==> src/rtl/stopwatch_pkg.sv <==
// Shared definitions for the stopwatch: FSM encoding, prescaler default,
// BCD digit limits and the packed display-time layout.
package stopwatch_pkg;

    typedef enum logic [1:0] {
        ST_STOPPED = 2'd0,
        ST_RUNNING = 2'd1,
        ST_LAP     = 2'd2
    } state_e;

    localparam int PRESCALE_DEFAULT = 10000;
    localparam int UNITS_MAX        = 9;
    localparam int TENS_MAX         = 5;

    typedef struct packed {
        logic [2:0] min_x0;
        logic [3:0] min_0x;
        logic [2:0] sec_x0;
        logic [3:0] sec_0x;
        logic [3:0] ces_x0;
        logic [3:0] ces_0x;
    } bcd_time_t;

endpackage

==> src/rtl/stopwatch_counter_bcd_digit.sv <==
// One BCD digit of the ripple counter: counts 0..MAX on carry_in, raises
// carry_out in the same cycle it wraps, and zeroes on clear.
module bcd_digit
    import stopwatch_pkg::*;
#(
    parameter int MAX = UNITS_MAX,
    parameter int W   = $clog2(MAX + 1)
) (
    input  logic         clk,
    input  logic         res,
    input  logic         carry_in,
    input  logic         clear,
    output logic [W-1:0] digit,
    output logic         carry_out
);

    logic [W-1:0] digit_q, digit_d;
    logic         at_max;

    always_comb begin
        // NOTE: next-state defaults to the current value up front, so no path leaves digit_d unassigned and no latch is inferred.
        digit_d = digit_q;
        at_max  = (digit_q == W'(MAX));
        if (clear) begin
            digit_d = '0;
        end else if (carry_in) begin
            digit_d = at_max ? '0 : digit_q + W'(1);
        end
    end

    always_ff @(posedge clk or negedge res) begin
        // NOTE: state is written with <= so every flop samples values from before the edge.
        if (!res) begin
            digit_q <= '0;
        end else begin
            digit_q <= digit_d;
        end
    end

    assign digit     = digit_q;
    assign carry_out = carry_in & at_max;

endmodule

==> src/rtl/stopwatch_counter.sv <==
// Stopwatch top: button synchronisers, 10 ms prescaler with square-wave
// output, six-digit BCD ripple counter, STOPPED/RUNNING/LAP FSM, display regs.
module stopwatch_counter
    import stopwatch_pkg::*;
#(
    parameter int PRESCALE = PRESCALE_DEFAULT
) (
    input  logic       clk,
    input  logic       res,
    input  logic       ena,
    input  logic       start_stop,
    input  logic       lap,
    input  logic       clear,
    output logic       clk_div,
    output logic [2:0] min_X0,
    output logic [3:0] min_0X,
    output logic [2:0] sec_X0,
    output logic [3:0] sec_0X,
    output logic [3:0] ces_X0,
    output logic [3:0] ces_0X,
    output logic       running,
    output logic       lap_active
);

    localparam int            PW       = (PRESCALE > 1) ? $clog2(PRESCALE) : 1;
    localparam logic [PW-1:0] PRE_LAST = PW'(PRESCALE - 1);
    localparam logic [PW-1:0] PRE_HALF = PW'(PRESCALE / 2);

    // Button vectors are ordered {clear, start_stop, lap}.
    logic [2:0]    sync1_q, sync1_d, sync2_q, sync2_d, edge_q, edge_d, pulse;
    logic          clear_p, start_p, lap_p;
    logic [PW-1:0] pre_q, pre_d;
    logic          clk_div_q, clk_div_d;
    logic          tick, count_en, zero_time;

    state_e        state_q, state_d;
    bcd_time_t     lap_q, lap_d, disp_q, disp_d, live;
    logic          running_q, running_d, lap_active_q, lap_active_d;

    logic [3:0]    d_ces_0x, d_ces_x0, d_sec_0x, d_min_0x;
    logic [2:0]    d_sec_x0, d_min_x0;
    logic          c_ces_0x, c_ces_x0, c_sec_0x, c_sec_x0, c_min_0x, carry_unused;

    assign pulse   = ena ? (sync2_q & ~edge_q) : 3'b000;
    assign clear_p = pulse[2];
    assign start_p = pulse[1];
    assign lap_p   = pulse[0];

    assign tick     = ena && (pre_q == PRE_LAST);
    assign count_en = tick && (state_q != ST_STOPPED);

    always_comb begin
        sync1_d = sync1_q;
        sync2_d = sync2_q;
        edge_d  = edge_q;
        pre_d   = pre_q;
        if (ena) begin
            sync1_d = {clear, start_stop, lap};
            sync2_d = sync1_q;
            edge_d  = sync2_q;
            pre_d   = (zero_time || tick) ? '0 : pre_q + PW'(1);
        end
        clk_div_d = (pre_d < PRE_HALF);
    end

    always_ff @(posedge clk or negedge res) begin
        if (!res) begin
            sync1_q   <= '0;
            sync2_q   <= '0;
            edge_q    <= '0;
            pre_q     <= '0;
            clk_div_q <= 1'b1;
        end else begin
            sync1_q   <= sync1_d;
            sync2_q   <= sync2_d;
            edge_q    <= edge_d;
            pre_q     <= pre_d;
            clk_div_q <= clk_div_d;
        end
    end

    bcd_digit #(.MAX(UNITS_MAX)) u_ces_0x (
        .clk(clk), .res(res), .carry_in(count_en), .clear(zero_time),
        .digit(d_ces_0x), .carry_out(c_ces_0x)
    );
    bcd_digit #(.MAX(UNITS_MAX)) u_ces_x0 (
        .clk(clk), .res(res), .carry_in(c_ces_0x), .clear(zero_time),
        .digit(d_ces_x0), .carry_out(c_ces_x0)
    );
    bcd_digit #(.MAX(UNITS_MAX)) u_sec_0x (
        .clk(clk), .res(res), .carry_in(c_ces_x0), .clear(zero_time),
        .digit(d_sec_0x), .carry_out(c_sec_0x)
    );
    bcd_digit #(.MAX(TENS_MAX)) u_sec_x0 (
        .clk(clk), .res(res), .carry_in(c_sec_0x), .clear(zero_time),
        .digit(d_sec_x0), .carry_out(c_sec_x0)
    );
    bcd_digit #(.MAX(UNITS_MAX)) u_min_0x (
        .clk(clk), .res(res), .carry_in(c_sec_x0), .clear(zero_time),
        .digit(d_min_0x), .carry_out(c_min_0x)
    );
    // The hour carry is dropped: 59:59.99 simply rolls over to 00:00.00.
    bcd_digit #(.MAX(TENS_MAX)) u_min_x0 (
        .clk(clk), .res(res), .carry_in(c_min_0x), .clear(zero_time),
        .digit(d_min_x0), .carry_out(carry_unused)
    );

    assign live = {d_min_x0, d_min_0x, d_sec_x0, d_sec_0x, d_ces_x0, d_ces_0x};

    always_comb begin
        state_d   = state_q;
        lap_d     = lap_q;
        zero_time = 1'b0;
        case (state_q)
            ST_STOPPED: begin
                if (clear_p) begin
                    zero_time = 1'b1;
                end else if (start_p) begin
                    state_d = ST_RUNNING;
                end
            end
            ST_RUNNING: begin
                if (start_p) begin
                    state_d = ST_STOPPED;
                end else if (lap_p) begin
                    state_d = ST_LAP;
                    lap_d   = live;
                end
            end
            ST_LAP: begin
                if (start_p) begin
                    state_d = ST_STOPPED;
                end else if (lap_p) begin
                    state_d = ST_RUNNING;
                end
            end
            default: state_d = ST_STOPPED;
        endcase
        running_d    = (state_d != ST_STOPPED);
        lap_active_d = (state_d == ST_LAP);
        disp_d       = disp_q;
        if (ena) begin
            disp_d = (state_q == ST_LAP) ? lap_q : live;
        end
    end

    always_ff @(posedge clk or negedge res) begin
        if (!res) begin
            state_q      <= ST_STOPPED;
            // NOTE: the lap register is an ordinary flop bank, not a RAM, so it is reset along with the rest.
            lap_q        <= '0;
            disp_q       <= '0;
            running_q    <= 1'b0;
            lap_active_q <= 1'b0;
        end else begin
            state_q      <= state_d;
            lap_q        <= lap_d;
            disp_q       <= disp_d;
            running_q    <= running_d;
            lap_active_q <= lap_active_d;
        end
    end

    assign clk_div    = clk_div_q;
    assign min_X0     = disp_q.min_x0;
    assign min_0X     = disp_q.min_0x;
    assign sec_X0     = disp_q.sec_x0;
    assign sec_0X     = disp_q.sec_0x;
    assign ces_X0     = disp_q.ces_x0;
    assign ces_0X     = disp_q.ces_0x;
    assign running    = running_q;
    assign lap_active = lap_active_q;

endmodule

==> config.mk <==
export PLATFORM = sky130hd
export DESIGN_NAME = stopwatch_counter
export DESIGN_NICKNAME = d
export VERILOG_FILES = /design/src/rtl/stopwatch_pkg.sv /design/src/rtl/stopwatch_counter_bcd_digit.sv /design/src/rtl/stopwatch_counter.sv
export SDC_FILE = /design/constraint.sdc
export NUM_CORES = 1
export LEC_CHECK = 0
export CORE_ASPECT_RATIO = 2
export CORE_MARGIN = 2
export CORE_UTILIZATION = 35
export CTS_CLUSTER_SIZE = 25
export DETAILED_ROUTE_END_ITERATION = 10
export GPL_TIMING_DRIVEN = 1
export HOLD_SLACK_MARGIN = 0.03
export SYNTH_ARGS = -nofsm -noshare
export SYNTH_HDL_FRONTEND = slang
export SYNTH_SLANG_ARGS = --single-unit
==> constraint.sdc <==
create_clock -name clk -period 2.5 [get_ports clk]
set_input_delay 0.625 -clock clk [delete_from_list [all_inputs] [get_ports clk]]
set_output_delay 0.625 -clock clk [all_outputs]
set_load 0.1 [all_outputs]
==> metrics.yaml <==
synth:
  synth_top_cell_by_area: "dfrtp_1"
  synth_fa_ha_area_share_pct: 2.54
  muxShareOfSynthArea_pct: 12.8
  synth_nets: 435
  synthSimpleGateAreaFrac_pct: 17.1
  synth.distinct_cells: 48
  netlist_area_sq_um: 4430
  synth_ff_type: "dfrtp_1"
  ys_ff_latch: 94
  avgSynthCellArea_sq_um: 10.6
  synth_area_leaders: "dfrtp_1 (52%), mux2_2 (7.1%), mux2i_1 (5.6%)"
  ys_seq_area_share_pct: 53.1
  synth_compound_area_share_pct: 9.37
  async_flop_share_pct: 100
  synth_xor_area_share_pct: 2.37
  synth_top_family_by_area: "simple AND/OR/NAND/NOR gates"
  syn_inst: 420
  synth_top_area_share_pct: 52.5
  synth_edf_count: 0
  ys_warn_count: 0
route:
  drtIter0Drc: 172
  antenna_left: 0
  routed.top_layer: "met4"
  wl_per_cell_um: 15.9
  dr_wl_met3_um: 255
  via_count: 3303
  wl_met2_um: 5760
  wl_met1_um: 3630
  first_pass_iters: 4
  drc: 0
  wl_um: 9930
  vias_per_cell: 5.30
grt:
  grt_pass1_wl_um: 16700
  gr-total-overflow: 0
  grt_pass1_vias: 3350
  gr-usage-all-layers_pct: 15.5
  grt_max_degree: 64
  antenna_found_initial: 0
sta:
  max_slew_margin_pct: 60.8
  grt_setup_unrepaired: "false"
  finClkSkew_ns: 0.00708
  drv_slew: 0
  finalSetupViolCount: 0
  worstMarginPinSlew_ns: 0.588
  fin_crit_sh_pct: 92.8
  fmax_mhz: 431
  period_minus_slack_ns: 2.32
  hold_viol_final: 0
power_and_ir_drop:
  total_power_w: 0.00394
  cellPowerDensity_nw_per_um2: 740
  p_leak_nw: 2.36
  vdd_drop_max_mv: 0.488
job:
  maxCapViolCount: 0
setup_path:
  ff2ff_setup_slack_ns: 0.18
  slowest_delay_ns: 0.61
  r2r-start: "pre_q[1]"
  cp.arrival_ns: 2.56
  crit_type: "flop to flop"
  crit_required_ns: 2.74
  r2r_cells: 6
  crit_chain: "ha_1 > nand4_1 > or4_4 > nor3b_2 > a41oi_1 > a311oi_1"
  startpoint_type: "flop"
  end_kind: "flop"
  r2r_end: "u_ces_x0.digit[3]"
  slowest_stage: "or4_4"
  cp_num_buf_inv: 0
  path_delay_family: "simple AND/OR/NAND/NOR gates"
  path_max_fanout: 6
die:
  die-width_um: 83.6
  io_pins: 31
  initial_utilization_pct: 35.5
  die_h_um: 163
  coreArea_sq_um: 12500
  rows: 58
  dieArea_sq_um: 13600
clocking:
  clockRootBuffer: "clkbuf_16"
  cts_tree: "done"
  cts_num_sinks: 94
  hold_buffers: 0
  clk_pin_slew_ns: 0.07
  cts_htree_levels: 3
  clock_latency_ns: 0.35
  postCtsSetupRepairBufs: 0
  numCtsBuffers: 9
  cts_buffer_depth: 2
finish:
  instances_no_fill: 623
  fin_nets: 483
  diodes: 0
  final_cell_mix: "dfrtp_1 (93), nor2_1 (53), buf_4 (51)"
  design_area_sq_um: 5330
  nFillCells: 1222
  drive_gt1_share_pct: 22.4
  syn_to_final_growth_pct: 20.1
  layout_commonest_cell: "dfrtp_1"
placed_design:
  dp.cells: 607
  hpwl_um: 7150
  gp_congestion: 0.842
  place_area_sq_um: 5020
  numPortBuffers: 30
worst_hold_path:
  hp-class: "input pin to async pin"
outcome:
  status: "completed"
-- through the flow --
stage                     util [%]  hold WS (ns)  worst slack (ns)  setup TNS (ns)
final                         42.7         0.264             0.181               0
after global routing          42.7         0.297            0.0560               0
after CTS                     42.6         0.281            0.0423               0
after detailed placement      40.2         0.479           -0.0298         -0.0298
after global placement        40.2         0.465            0.0192               0
after floorplan                  -         0.329           0.00606               0
-- worst max path at each step --
stage,cells after the start,endpoint,slack [ns],startpoint
after global routing,6,u_ces_0x.digit[2],0.06,pre_q[1]
after detailed placement,5,u_ces_0x.digit[2],-0.03,pre_q[12]
after floorplan,7,u_ces_0x.digit[2],0.006,pre_q[12]
after global placement,5,u_ces_0x.digit[2],0.02,pre_q[12]
after CTS,5,u_ces_0x.digit[2],0.04,pre_q[12]
final,6,u_ces_x0.digit[3],0.18,pre_q[1]
-- worst reg2reg max path, delay by kind of cell (launching register included) --
family	cells	cell delay (ns)
AOI/OAI and AO/OA	2	0.47
adders and majority gates	1	0.21
and+or+nand+nor	3	1.06
DFF	1	0.46
-- timing repair --
item	CTS	global route
gates resized for setup	1	2
pin swaps	0	1
setup endpoints to repair	1	6
-- sequential cells by signal (all words and copies together) (netlist names), 4 cells and up --
signal,cells
lap_q,22
pre_q,14
ces_0X,4
ces_X0,4
min_0X,4
sec_0X,4
u_ces_0x.digit,4
u_ces_x0.digit,4
u_min_0x.digit,4
u_sec_0x.digit,4
-- report_power, final --
part / internal, W / switching [W] / leakage, nW / total [W]
logic: 0.000268 / 0.000583 / 0.968 / 0.000852
clock network: 0.000782 / 0.000596 / 0.147 / 0.00138
registers: 0.00162 / 0.0000852 / 1.25 / 0.00171
-- final cells by class --
cell class / instances / area (sq um) / area share [%]
Multi-Input combinational cell: 294 / 1970 / 36.9
Clock buffer: 10 / 229 / 4.30
Clock inverter: 6 / 70.1 / 1.32
Inverter: 11 / 41.3 / 0.775
Timing Repair Buffer: 58 / 478 / 8.98
Tap cell: 150 / 188 / 3.52
Sequential cell: 94 / 2350 / 44.2
-- cell usage after synthesis, types with 5 or more instances --
cell type	instances
a21oi_1	41
or3_1	9
nand4_1	9
mux2_2	28
xnor2_1	8
nor2b_1	5
buf_1	5
o21ai_0	14
clkbuf_1	14
nand3_1	12
or4_1	6
ha_1	9
nor2_1	53
dfrtp_1	93
nor3_1	5
nor4_1	5
nand2_1	23
mux2i_1	25
inv_1	11
-- routing by layer --
layer	vias up	GRT usage [%]
met5	-	0
met4	0	7.11
met3	16	2.98
met2	48	29.6
met1	1643	16.0
li1	1596	-
-- logic make-up (layout without fill, tap and decap cells) --
kind of cell | Yosys count | count (layout)
AO/OA/AOI/OAI | 73 | 73
AND/OR/NAND/NOR | 147 | 147
XOR/XNOR | 12 | 12
adder cells (fa/ha/maj) | 9 | 9
multiplexers | 53 | 53
flip-flops | 94 | 94
buffers and inverters | 32 | 85
(Power assumes the default switching activity.)
